`src/rtl/mem_access_arbiter.sv`:
```
// mem_access_arbiter
//   Arbitrates the single-port 1Kx16 block RAM (1-cycle synchronous read)
//   between the instruction-fetch and data-access requesters. Each requester
//   uses its own req/ack handshake. Every access takes four cycles:
//   IDLE -> ACCESS -> CAPTURE -> RESP.
//   Optional feature macro: MEM_ARB_RR_EN
//     defined   : round-robin arbitration when both requesters ask at once
//     undefined : fixed priority, where data beats fetch on conflict
module mem_access_arbiter #(
  parameter int AW = 10,
  parameter int DW = 16
) (
  input  logic          clk,
  input  logic          reset,
  input  logic          i_req,
  input  logic [AW-1:0] i_addr,
  output logic          i_ack,
  output logic [DW-1:0] i_rdata,
  input  logic          d_req,
  input  logic          d_we,
  input  logic [AW-1:0] d_addr,
  input  logic [DW-1:0] d_wdata,
  output logic          d_ack,
  output logic [DW-1:0] d_rdata,
  output logic          mem_we,
  output logic [AW-1:0] mem_addr,
  output logic [DW-1:0] mem_din,
  input  logic [DW-1:0] mem_dout,
  output logic          busy
);

  typedef enum logic [1:0] {
    IDLE    = 2'd0,
    ACCESS  = 2'd1,
    CAPTURE = 2'd2,
    RESP    = 2'd3
  } state_t;

  typedef enum logic {
    FETCH = 1'b0,
    DATA  = 1'b1
  } owner_t;

  state_t state, state_nxt;
  owner_t grant, winner;
  logic   grant_we;
  logic   any_req;

  assign any_req = i_req | d_req;

`ifdef MEM_ARB_RR_EN
  owner_t last_grant;

  // On conflict, the requester that did not win the previous grant goes next.
  always_comb begin
    winner = FETCH;
    if (i_req && d_req) begin
      winner = (last_grant == FETCH) ? DATA : FETCH;
    end else if (d_req) begin
      winner = DATA;
    end
  end

  // Remember the owner of every grant so that the next conflict can alternate.
  always_ff @(posedge clk or posedge reset) begin
    if (reset) begin
      last_grant <= FETCH;
    end else if (state == IDLE && any_req) begin
      last_grant <= winner;
    end
  end
`else
  // Fixed priority: data wins whenever it is requesting.
  always_comb begin
    winner = FETCH;
    if (d_req) begin
      winner = DATA;
    end
  end
`endif

  // State register.
  always_ff @(posedge clk or posedge reset) begin
    if (reset) begin
      state <= IDLE;
    end else begin
      state <= state_nxt;
    end
  end

  // Next-state logic. Requests are looked at only in IDLE, so a request that
  // is still high during RESP is not treated as a new request.
  always_comb begin
    state_nxt = state;
    case (state)
      IDLE:    if (any_req) state_nxt = ACCESS;
      ACCESS:  state_nxt = CAPTURE;
      CAPTURE: state_nxt = RESP;
      RESP:    state_nxt = IDLE;
      default: state_nxt = IDLE;
    endcase
  end

  // Registered RAM drive, grant latch, read-data capture and ack pulses.
  // The write strobe and the acks default low each cycle, so each one is a
  // single-cycle pulse. The address and write data hold between accesses.
  always_ff @(posedge clk or posedge reset) begin
    if (reset) begin
      grant    <= FETCH;
      grant_we <= 1'b0;
      mem_we   <= 1'b0;
      mem_addr <= '0;
      mem_din  <= '0;
      i_ack    <= 1'b0;
      d_ack    <= 1'b0;
      i_rdata  <= '0;
      d_rdata  <= '0;
    end else begin
      mem_we <= 1'b0;
      i_ack  <= 1'b0;
      d_ack  <= 1'b0;
      case (state)
        IDLE: begin
          if (any_req) begin
            grant <= winner;
            if (winner == DATA) begin
              grant_we <= d_we;
              mem_we   <= d_we;
              mem_addr <= d_addr;
              mem_din  <= d_wdata;
            end else begin
              grant_we <= 1'b0;
              mem_addr <= i_addr;
            end
          end
        end
        CAPTURE: begin
          if (grant == FETCH) begin
            i_rdata <= mem_dout;
            i_ack   <= 1'b1;
          end else begin
            if (!grant_we) begin
              d_rdata <= mem_dout;
            end
            d_ack <= 1'b1;
          end
        end
        default: ;
      endcase
    end
  end

  assign busy = (state != IDLE);

endmodule

```
`config.mk`:
```
export PLATFORM = sky130hd
export DESIGN_NAME = mem_access_arbiter
export DESIGN_NICKNAME = d
export VERILOG_FILES = /design/src/rtl/mem_access_arbiter.sv
export SDC_FILE = /design/constraint.sdc
export NUM_CORES = 1
export LEC_CHECK = 0
export ABC_AREA = 1
export CAP_MARGIN = 10
export CORE_ASPECT_RATIO = 0.5
export CORE_MARGIN = 5
export CORE_UTILIZATION = 25
export DETAILED_ROUTE_END_ITERATION = 10
export GPL_TIMING_DRIVEN = 0
export PLACE_DENSITY_LB_ADDON = 0.25
export SKIP_LAST_GASP = 1
export SYNTH_ARGS = -nofsm -noshare
export SYNTH_HDL_FRONTEND = slang
export SYNTH_SLANG_ARGS = --single-unit
```
`constraint.sdc`:
```
create_clock -name clk -period 4.74 [get_ports clk]
set_input_delay 1.422 -clock clk [delete_from_list [all_inputs] [get_ports clk]]
set_output_delay 1.422 -clock clk [all_outputs]
set_load 0.02 [all_outputs]
```
==> run metrics, run 1 <==
run status=finished, final reports clean; Rel. slew slack=0.4616; Worst EP required=3320 ps; die width=155.0 um; Iter 0 DRT Violations=117; Root Buffer Master=clkbuf_16; # Max-Cap Violations=0; largest net degree at the start of global routing=66; setup_tns=0 ps; RSZ-0062 raised after global routing=false; total grt overflow=0; Area Growth Syn to Fin=64.21%; initial antenna violation count=0; Max Fclk=312.8 MHz; CTS tree=yes; layout cells sized above 1=0.07865; internal reg-to-reg setup slack=between 3000 and 4000 ps; Post-Route Utilization=0.4212; startpoint types=register; Synth Warn #=0; fin crit share=0.6745; post-DP HPWL=roughly 5.5 mm; post-synthesis cell type count=15; first-pass GRT wire length=between 10 and 15 mm; DR pass1 iterations=4; Worst EP arrival=1780 ps; Via density=3.887; register area share after synthesis=0.6188; pin slew with the least headroom to its limit=roughly 810 ps; most frequent cells in the layout=nand2_1, clkdlybuf4s50_1, dfrtp_1; cell row count=26; worst setup path category=reg2out; Syn Nets=370; Core Region=between 10000 and 15000 sq um; critical path peak fanout=7; hold_sp=d_rdata[4]$_DFFE_PP0P_; PwrDens=approximately 720 nW/um^2; r2r startpoint=state[0]$_DFFE_PP0P_; deepest clock path buffer count=2; Buffers on Ports=118; Seq cells post-synth=65; Final Hold Viols=0; post-route ant nets=0; clock skew=about 4.3 ps; global placement routability congestion=approximately 0.78; fill count=approximately 1000; synthesized area=~2600 sq um; Clock Sinks=65; H-tree levels=3; Max Slew Vio Count=0; Worst Hold Endpoint=d_rdata[4]$_DFFE_PP0P_; # Post-CTS Setup Buffers=0; Initial Util=0.2565; Die ar.=approximately 13000 sq um; commonest non-fill, non-tap cell in the layout=nand2_1; vias in the first global route=approximately 2300; via count=approximately 2300; hold-fix buffers at CTS=0; num ports=roughly 120; Worst Setup End Kind=output port; Final Net Count=roughly 500; Setup Viol. Count Final=0; synthesized instance count=311; n_diodes=0; final wirelength=7.349 mm; TritonCTS buffer count=9; worst reg2reg path depth=7; Worst-path clk slew=60 ps; DRC=0; die height=approximately 83 um; mean routed wirelength per cell=roughly 13 um; Clock Latency Late Sink=between 300 and 400 ps; leakage=approximately 2.2 nW; Synth Area per Inst=roughly 8.5 sq um; cts repair resizes=0; min cycle time layout=roughly 3200 ps; Peak supply drop=roughly 0.25 mV; GR Util All Layers=0.1177; reg-to-reg critical path endpoint=mem_din[7]$_DFFE_PP0P_; hold path cells=2; Hold Path Class=reg2reg
-- critical path, stage by stage, from the launching register on --
cell and delay, ps:
dfrtp_1 340, inv_1 60, ha_1 280, inv_1 140, clkdlybuf4s50_1 630
-- kinds of logic (layout without fill, tap and decap cells) --
logic type               Yosys count  in the layout  synth area share
AND/OR/NAND/NOR                  223            223            0.3337
buffers and inverters             20            154           0.03617
AO/OA/AOI/OAI                      1              1          0.001902
adder cells (fa/ha/maj)            2              2          0.009518
flip-flops                        65             65            0.6188
-- sequential cells by signal, summed over array words and instances (netlist names) --
signal / cells
i_ack: 1
grant: 1
mem_din: 16
i_rdata: 16
state: 2
mem_addr: 10
mem_we: 1
d_rdata: 16
grant_we: 1
d_ack: 1
-- cell usage after synthesis, drive strengths merged --
cell type  count  area [sq um]
dfrtp         65          1627
ha             2         25.02
or2            1         6.260
nor2           2         15.01
o21ai          1         5.000
nand3         18         90.09
inv           10         37.53
buf            9         53.80
nand2        202         765.7
clkinv         1         3.750
-- worst max path at each step --
stage	start	to	slack (ps)
after floorplan	reset	d_ack$_DFF_PP0_	1690
after global placement	reset	mem_din[15]$_DFFE_PP0P_	390
after detailed placement	state[0]$_DFFE_PP0P_	busy	1870
after CTS	state[0]$_DFFE_PP0P_	busy	1510
after global routing	state[0]$_DFFE_PP0P_	busy	1460
final	state[0]$_DFFE_PP0P_	busy	1540
-- routing by layer --
layer	up-vias	track usage	wire [um]
li1	1206	-	-
met1	1001	0.1496	3341
met2	49	0.1883	3481
met3	18	0.03644	335
met4	0	0.05022	191
met5	-	0	0
-- final cells by class --
type | instances | area [sq um] | share of cell area
clock buffer | 10 | 239.0 | 0.05536
sequential | 65 | 1627 | 0.3768
tap | 140 | 175.2 | 0.04058
multi-input combinational | 226 | 907.1 | 0.2101
timing repair buffer | 118 | 1181 | 0.2736
clock inverter | 6 | 90.09 | 0.02087
inverter | 11 | 43.79 | 0.01014
buffer | 9 | 53.80 | 0.01246
-- report_power, final --
group	total [mW]	internal, mW	switching [mW]
clock network	0.717	0.476	0.241
logic	1.42	0.638	0.777
registers	0.961	0.823	0.138
-- metrics by stage --
stage | cell area (sq um) | hold WS, ps | setup slack, ps | instances | power, mW
after detailed placement | 3988 | 462.2 | 1869 | 569 | 2.411
after CTS | 4317 | 476.4 | 1515 | 585 | 3.154
after floorplan | 2629 | 449.6 | 1692 | 311 | 1.706
after global placement | 3985 | 455.6 | 394.4 | 569 | 2.398
final | 4317 | 471.8 | 1543 | 585 | 3.093
after global routing | 4317 | 495.5 | 1460 | 585 | 3.327
(Power assumes the default switching activity.)
==> run 2, diff against run 1 <==
- clock period: 4.74 -> 3.1 ns (I/O delays scaled with it)
==> results of run 2 <==
Same layout as run 1 (identical final DEF). Status: finished, final reports clean.
Main changes from that run: setup slack after placement 1869 ps -> 721.4 ps; setup slack after layout 1543 ps -> 394.8 ps; register-to-register setup slack 3270 ps -> 1630 ps; total power 3.093 mW -> 4.730 mW; worst IR drop on VDD 0.2488 mV -> 0.3804 mV
==> run 3, diff against run 2 <==
- CORE_UTILIZATION: 25 -> 41
==> run 3 against run 2 <==
Compared with the run above: utilization grew 27 points; final cell count shrank 8.7%; cell area shrank 0.93%; largest power group unchanged; largest cell class unchanged; clock skew shrank 0.51 ps.
==> run metrics, run 3 (synthesis results as in run 1) <==
Final Hold Viols=0 (unchanged); post-route ant nets=0 (unchanged); Area Growth Syn to Fin=62.68%; first-pass GRT wire length=11.53 mm (-1.7%); # Post-CTS Setup Buffers=0 (unchanged); worst setup path category=reg2out; Worst-path clk slew=50 ps (about the same); # Max-Cap Violations=0 (unchanged); Buffers on Ports=118 (unchanged); global placement routability congestion=0.7864 (+0.22%); Initial Util=0.4270 (+0.1705); largest net degree at the start of global routing=35 (-47%); pin slew with the least headroom to its limit=670.6 ps (-137.1 ps); GR Util All Layers=0.1805 (+0.06284); CTS tree=yes; Worst Setup End Kind=output port; most frequent cells in the layout=nand2_1, clkdlybuf4s50_1, dfrtp_1; Worst EP arrival=1800 ps (+20 ps); fill count=510 (-50%); Peak supply drop=approximately 0.43 mV; fin crit share=0.8792; critical path peak fanout=7 (unchanged); Clock Latency Late Sink=320 ps (about the same); TritonCTS buffer count=9 (unchanged); DRC=0 (unchanged); PwrDens=between 1000 and 1500 nW/um^2; setup_tns=0 ps (unchanged); Iter 0 DRT Violations=154 (+32%); Hold Path Class=reg2reg; Die ar.=8210 sq um (-36%); hold-fix buffers at CTS=0 (unchanged); Rel. slew slack=0.5523 (+0.09073); post-DP HPWL=5.228 mm (-4.8%); cell row count=20 (-23%); H-tree levels=3 (unchanged); min cycle time layout=about 2700 ps; die width=123.2 um (-20%); total grt overflow=0 (unchanged); Setup Viol. Count Final=0 (unchanged); deepest clock path buffer count=2 (unchanged); RSZ-0062 raised after global routing=false; leakage=2.168 nW (+0.64%); Final Cell Area=4277 sq um (-0.93%); DR pass1 iterations=4 (unchanged); largest registers=d_rdata: 16 flops, i_rdata: 16 flops, mem_din: 16 flops; initial antenna violation count=0 (unchanged); clock skew=3.793 ps (-0.5052 ps); num ports=119 (unchanged); run status=finished, final reports clean; Root Buffer Master=clkbuf_16; area post-placement=3940 sq um (-1.2%); die height=66.62 um (-19%); Core Region=6156 sq um (-40%); Clock Sinks=65 (unchanged); vias in the first global route=2461 (+6.8%); via count=2385 (+4.9%); Max Fclk=366.9 MHz; n_diodes=0 (unchanged); layout cells sized above 1=0.07623 (-0.002419); mean routed wirelength per cell=12.89 um (+2.6%); Max Slew Vio Count=0 (unchanged); Worst EP required=~2200 ps; final wirelength=6.882 mm (-6.4%); Via density=4.466 (+15%); startpoint types=register; commonest non-fill, non-tap cell in the layout=nand2_1; cts repair resizes=0 (unchanged); Final Net Count=500 (+0.20%)
run 3: metrics by stage:
stage / util / instances / setup slack, ps / hold WS [ps] / power, mW
after floorplan: - / 311 / 543.5 / 449.6 / 2.609
after global placement: 0.6368 / 517 / -466.6 / 456.7 / 3.609
after detailed placement: 0.6400 / 518 / 729.7 / 458.2 / 3.674
after CTS: 0.6947 / 534 / 374.7 / 471.4 / 4.831
after global routing: 0.6947 / 534 / 287.0 / 480.5 / 5.099
final: 0.6947 / 534 / 374.5 / 464.7 / 4.780
run 3: metal layers:
metal  vias up  GRT usage  share of wire
met5         -          0              0
met4         0    0.06069          0.013
met3        11    0.05937          0.048
met2        63     0.2901           0.49
met1      1100     0.2312           0.45
li1       1211          -              -
run 3: final cells by class:
class	count	area (sq um)	area share
buffer	9	53.80	0.01258
clock buffer	11	232.7	0.05442
clock inverter	5	103.9	0.02428
inverter	11	41.29	0.009655
multi-input combinational	226	907.1	0.2121
sequential	65	1627	0.3803
tap	88	110.1	0.02575
timing repair buffer	119	1201	0.2809
run 3: critical path, stage by stage (launching register included):
cell	delay [ps]
dfrtp_1	350
inv_1	60
ha_1	290
inv_1	140
clkdlybuf4s50_1	630
run 3: worst paths after layout:
path / cells past startpoint / slack [ps] / end / start
max reg2reg: 8 / 1630 / d_rdata[6]$_DFFE_PP0P_ / state[0]$_DFFE_PP0P_
min in group asynchronous: 2 / 1030 / grant$_DFFE_PP0P_ / reset
min: 2 / 460 / d_rdata[11]$_DFFE_PP0P_ / d_rdata[11]$_DFFE_PP0P_
max: 4 / 370 / busy / state[0]$_DFFE_PP0P_
min reg2reg: 2 / 460 / d_rdata[11]$_DFFE_PP0P_ / d_rdata[11]$_DFFE_PP0P_
max in group asynchronous: 3 / 1460 / d_rdata[8]$_DFFE_PP0P_ / reset
run 3: power breakdown:
group | internal (mW) | switching (mW)
Combinational | 0.978 | 1.19
Clock | 0.785 | 0.347
Sequential | 1.26 | 0.223
Total | 3.02 | 1.76
